[src/rtl/jtvigil_snd_rom_arb.sv]
// Sound-board ROM arbiter: one SDRAM read slot shared by Z80 fetches and PCM sample reads.
// Define JTVIGIL_PCM_PREFETCH_EN to add a one-byte PCM prefetch of the next sample address.
module jtvigil_snd_rom_arb #(
    parameter int             AW       = 22,
    parameter logic [AW-1:0]  CPU_BASE = 22'h00000,
    parameter logic [AW-1:0]  PCM_BASE = 22'h10000
) (
    input  logic          clk,
    input  logic          rst_n,
    input  logic          cpu_cs,
    input  logic [15:0]   cpu_addr,
    output logic [7:0]    cpu_data,
    output logic          cpu_ok,
    input  logic [15:0]   pcm_addr,
    input  logic          pcm_step,
    output logic [7:0]    pcm_data,
    output logic          pcm_ok,
    output logic          sd_cs,
    output logic [AW-1:0] sd_addr,
    input  logic [7:0]    sd_data,
    input  logic          sd_ok
);

    localparam logic [1:0] IDLE    = 2'd0;
    localparam logic [1:0] CPU_RD  = 2'd1;
    localparam logic [1:0] PCM_RD  = 2'd2;
`ifdef JTVIGIL_PCM_PREFETCH_EN
    localparam logic [1:0] PREF_RD = 2'd3;
`endif

    // Handshake: sd_cs is held with a constant sd_addr until sd_ok; the edge that
    // samples sd_ok stores the byte and returns to IDLE, so sd_cs falls on that edge.
    logic [1:0]  state;
    logic        rr_last;      // 0: CPU was served last, 1: PCM
    logic [15:0] lat_addr;
    logic [15:0] cpu_tag;
    logic        cpu_val;
    logic [15:0] pcm_tag;
    logic        pcm_val;
    logic        pref_hit;
    logic        cpu_pend;
    logic        pcm_pend;

`ifdef JTVIGIL_PCM_PREFETCH_EN
    logic [15:0] ptag;
    logic [7:0]  pdata;
    logic        pvalid;
    logic [15:0] next_pcm;

    assign next_pcm = pcm_tag + 16'd1;
    assign pref_hit = pvalid && (ptag == pcm_addr);
`else
    assign pref_hit = 1'b0;
`endif

    assign cpu_ok   = cpu_val && (cpu_tag == cpu_addr) && cpu_cs;
    assign pcm_ok   = pcm_val && (pcm_tag == pcm_addr);
    assign cpu_pend = cpu_cs && !cpu_ok;
    assign pcm_pend = !pcm_ok && !pref_hit;
    assign sd_cs    = (state != IDLE);

    // pcm_step is informational: a step is visible as a change of pcm_addr against the tags
    logic unused_step;
    assign unused_step = pcm_step;

    always_ff @(posedge clk or negedge rst_n) begin
        if (!rst_n) begin
            state    <= IDLE;
            rr_last  <= 1'b0;
            lat_addr <= '0;
            sd_addr  <= '0;
            cpu_tag  <= '0;
            cpu_data <= '0;
            cpu_val  <= 1'b0;
            pcm_tag  <= '0;
            pcm_data <= '0;
            pcm_val  <= 1'b0;
`ifdef JTVIGIL_PCM_PREFETCH_EN
            ptag     <= '0;
            pdata    <= '0;
            pvalid   <= 1'b0;
`endif
        end else begin
            case (state)
                IDLE: begin
`ifdef JTVIGIL_PCM_PREFETCH_EN
                    if (pref_hit) begin
                        pcm_tag  <= ptag;
                        pcm_data <= pdata;
                        pcm_val  <= 1'b1;
                        pvalid   <= 1'b0;
                    end else
`endif
                    if (cpu_pend && (!pcm_pend || rr_last)) begin
                        state    <= CPU_RD;
                        lat_addr <= cpu_addr;
                        sd_addr  <= CPU_BASE + {{(AW-16){1'b0}}, cpu_addr};
                    end else if (pcm_pend) begin
                        state    <= PCM_RD;
                        lat_addr <= pcm_addr;
                        sd_addr  <= PCM_BASE + {{(AW-16){1'b0}}, pcm_addr};
`ifdef JTVIGIL_PCM_PREFETCH_EN
                        // a demand miss means the prefetched byte is off-sequence
                        pvalid   <= 1'b0;
`endif
                    end
`ifdef JTVIGIL_PCM_PREFETCH_EN
                    else if (!pvalid && pcm_val) begin
                        state    <= PREF_RD;
                        lat_addr <= next_pcm;
                        sd_addr  <= PCM_BASE + {{(AW-16){1'b0}}, next_pcm};
                    end
`endif
                end
                CPU_RD: begin
                    if (sd_ok) begin
                        cpu_tag  <= lat_addr;
                        cpu_data <= sd_data;
                        cpu_val  <= 1'b1;
                        rr_last  <= 1'b0;
                        state    <= IDLE;
                    end
                end
                PCM_RD: begin
                    if (sd_ok) begin
                        pcm_tag  <= lat_addr;
                        pcm_data <= sd_data;
                        pcm_val  <= 1'b1;
                        rr_last  <= 1'b1;
                        state    <= IDLE;
                    end
                end
`ifdef JTVIGIL_PCM_PREFETCH_EN
                PREF_RD: begin
                    if (sd_ok) begin
                        ptag   <= lat_addr;
                        pdata  <= sd_data;
                        pvalid <= 1'b1;
                        state  <= IDLE;
                    end
                end
`endif
                default: state <= IDLE;
            endcase
        end
    end

endmodule
[config.mk]
export PLATFORM = sky130hd
export DESIGN_NAME = jtvigil_snd_rom_arb
export DESIGN_NICKNAME = d
export VERILOG_FILES = /design/src/rtl/jtvigil_snd_rom_arb.sv
export SDC_FILE = /design/constraint.sdc
export NUM_CORES = 1
export LEC_CHECK = 0
export CORE_MARGIN = 10
export CORE_UTILIZATION = 63
export CTS_CLUSTER_DIAMETER = 150
export DETAILED_ROUTE_END_ITERATION = 6
export DONT_BUFFER_PORTS = 1
export GPL_ROUTABILITY_DRIVEN = 0
export GPL_TIMING_DRIVEN = 0
export HOLD_SLACK_MARGIN = 0.05
export PLACE_DENSITY = 0.84
export SLEW_MARGIN = 0
export SYNTH_ARGS = -nofsm -noshare
export SYNTH_HDL_FRONTEND = slang
export SYNTH_SLANG_ARGS = --single-unit
[constraint.sdc]
create_clock -name clk -period 2.1 [get_ports clk]
set_input_delay 0.525 -clock clk [delete_from_list [all_inputs] [get_ports clk]]
set_output_delay 0.525 -clock clk [all_outputs]
set_load 0.05 [all_outputs]
==> run summary <==
Nets - 322
Total global-route track usage - 19.3%
Post-DP HPWL - 5740 µm
R2r startpoint - pcm_tag[14]
Worst-path fanout max - 2
Total negative slack - -5.27 ns
Synthesized area - 3320 µm²
DR vias - 2175
Met3 wire length - 920 µm
Capturing point of the worst reg2reg path - lat_addr[13]
Final setup fails - 20
DRT antenna net count - 0
Slowest cell on crit path - dfrtp_1
Crit path cell chain - xor2_1 -> nor4_2 -> nand4_1 -> or2_4 -> nor2_4
Gate Count Post-Synth - 249
First-pass GRT wire length - 12600 µm
CTS tree - built
Die Span Y - 92.6 µm
Fillers - 349
Clk network pwr share - 14.8%
Die area - 8570 µm²
R2R setup slack - -0.33 ns
Critical path class - register to output pin
Place WS - -0.359 ns
LEAKAGE - 0.00166 µW
Pwr Density - 1780 nW/µm²
DP Area - 3460 µm²
Vias in the first global route - 2292
F_max - 398 MHz
Initial antenna violation count - 0
Top Layer Used - met4
Setup crit start kind - register
Sequential power share - 54.0%
Metal-1 WL - 3050 µm
Hold WS - -0.128 ns
Total internal power - 3600 µW
Worst path bufs/invs - 0
Final Hold Violating Endpoints - 70
Least-Margin Pin Slew - 0.592 ns
Avg Inst Size Synth - 13.3 µm²
Met2 wire len - 4140 µm
Finished Cell Area - 3810 µm²
FF-to-FF path depth - 9
Largest net degree at the start of global routing - 71
Grt total ovfl - 0
Area of the multi-input gates - 1560 µm²
Fin crit share - 120%
CTS HTree Levels - 3
CTS root buffer - clkbuf_8
Register area share after synthesis - 52.8%
Final WL - 8380 µm
Synth cell types - 35
PortBufs - 0
Final std cells w/o fill - 349
Max Cap Viol - 0
Share of layout cells above drive strength 1 - 38.4%
Net Sw Frac - 47.0%
DR pass1 iterations - 4
CP Data Arrival Time - 1.99 ns
Via/cell ratio - 6.23
Hold Path Class - input port to async pin
Period minus WS final - 2.51 ns
Final WS setup - -0.414 ns
Slew Viols, Final - 0
Number of synthesized register bits - 70
Core ar. - 5110 µm²
Die W - 92.6 µm
Rel. slew slack - 60.6%
TritonCTS Sinks - 70
Site row count - 26
Ys flop type - dfrtp_1
Largest delay share family, worst path - simple AND/OR/NAND/NOR gates
Routed length per instance - 24.0 µm
CP peak stage delay - 0.39 ns
Post-synth EDFFs - 0
Synth async-reset ratio - 100%
Initial Util - 65.0%
Clk Latency, worst-skew pair - 0.34 ns
Failing checks - negative hold slack, negative setup slack
Psw - 3190 µW
VDD IR-drop max - 1010 µV
Setup crit end kind - output pin
Sequential Area - 1750 µm²
Placed insts - 323
CTS Buf Count - 9
RSZ-0062 raised after global routing - yes
Ys Warns - 0
Ports - 86
Comb pwr share - 31.2%
Clk buf depth - 2
Drt first-iter violations - 204
DRC viols - 0
# diodes - 0
Critical Path RT - 1.57 ns
Fin Clk Skew - 0.00651 ns
Area growth, synth to finish - 14.8%
Clock slew at reported path FFs - 0.07 ns
Status - complete, but fails checks
==> sequential cells by signal, summed over array words and instances (netlist names) <==
register and count:
cpu_data 8, state 2, pcm_val 1, pcm_tag 16, lat_addr 15, cpu_tag 16, sd_addr 2, rr_last 1
cpu_val 1, pcm_data 8
==> metal layers <==
metal | GRT usage, % | up-vias
li1 | - | 948
met4 | 9.51 | 0
met5 | 0 | -
met2 | 30.0 | 107
met3 | 9.44 | 23
met1 | 21.7 | 1097
==> power groups by stage <==
stage | Clock [µW] | Combinational, µW | Sequential (µW)
floorplan | 0 | 1560 | 3500
detailed placement | 0 | 1900 | 3680
finish | 1010 | 2120 | 3670
global route | 1080 | 2270 | 3760
CTS | 1020 | 2010 | 3670
global placement | 0 | 1820 | 3640
==> worst max-delay path by stage <==
stage                 start           end  slack, ns  cells after the start
3_3_place_gp   cpu_addr[15]        cpu_ok      -0.34                      5
5_1_grt          cpu_tag[9]        cpu_ok      -0.48                      5
3_5_place_dp    pcm_addr[3]  lat_addr[14]      -0.36                      7
4_1_cts         cpu_tag[14]        cpu_ok      -0.37                      5
6_report         cpu_tag[9]        cpu_ok      -0.41                      5
2_1_floorplan   cpu_addr[7]        cpu_ok      -0.06                      5
==> kinds of logic (layout without fill, tap and decap cells) <==
| kind of cell | after synthesis | in the layout | share of synthesized area [%] |
|---|---|---|---|
| mux | 48 | 48 | 16.3 |
| other cells | 1 | 5 | 0.113 |
| compound gates | 26 | 26 | 7.69 |
| simple gates | 49 | 49 | 9.61 |
| fa+ha+maj | 3 | 3 | 1.13 |
| xor+xnor | 32 | 32 | 8.44 |
| flops | 70 | 70 | 52.8 |
| buf+inv | 20 | 46 | 3.96 |
==> final cells by class <==
class / instances / area share (%)
tap: 70 / 2.30
timing repair buffer: 10 / 2.07
clock inverter: 3 / 0.460
buffer: 14 / 3.09
clock buffer: 13 / 4.43
sequential: 70 / 46.0
inverter: 6 / 0.788
multi-input combinational: 163 / 40.9
==> placed cells by master (no fill, tap or decap), types with 3 or more instances in the layout <==
master      instances
dfrtp_1            70
mux2_2             48
xor2_1             20
nor3b_1            16
a221o_1            16
buf_4              14
clkbuf_8           12
xnor2_1             7
nand2_1             7
xnor2_2             5
buf_6               5
conb_1              5
nand4_1             4
inv_1               4
clkbuf_2            4
clkinvlp_4          3
nor4_2              3
nand2b_1            3
==> timing repair <==
item / 4_1_cts / 5_1_grt
endpoints found under the hold margin: 70 / 70
gates resized for setup: 7 / 14
endpoints found under the setup margin: 19 / 44
buffers inserted: 7 / 3
pin swaps: 7 / 8
==> cell usage after synthesis (3+ instances only) <==
cell	instances	area, µm²
ha_1	3	37.5
xnor2_1	12	105
buf_6	5	56.3
dfrtp_1	70	1750
nand2_1	7	26.3
nand4_1	4	25.0
nor4_1	4	25.0
clkbuf_1	4	15.0
nor3b_1	16	120
a221o_1	16	160
inv_1	6	22.5
nand2b_1	3	18.8
buf_4	5	37.5
xor2_1	20	175
mux2_2	48	541
==> per-stage QoR <==
step                      power, µW  utilization, %
after floorplan                5050               -
after global placement         5470            67.8
after detailed placement       5580            67.8
after CTS                      6700            73.4
after global routing           7110            74.6
final                          6790            74.6
No activity file was read; power rests on OpenSTA's default activity.
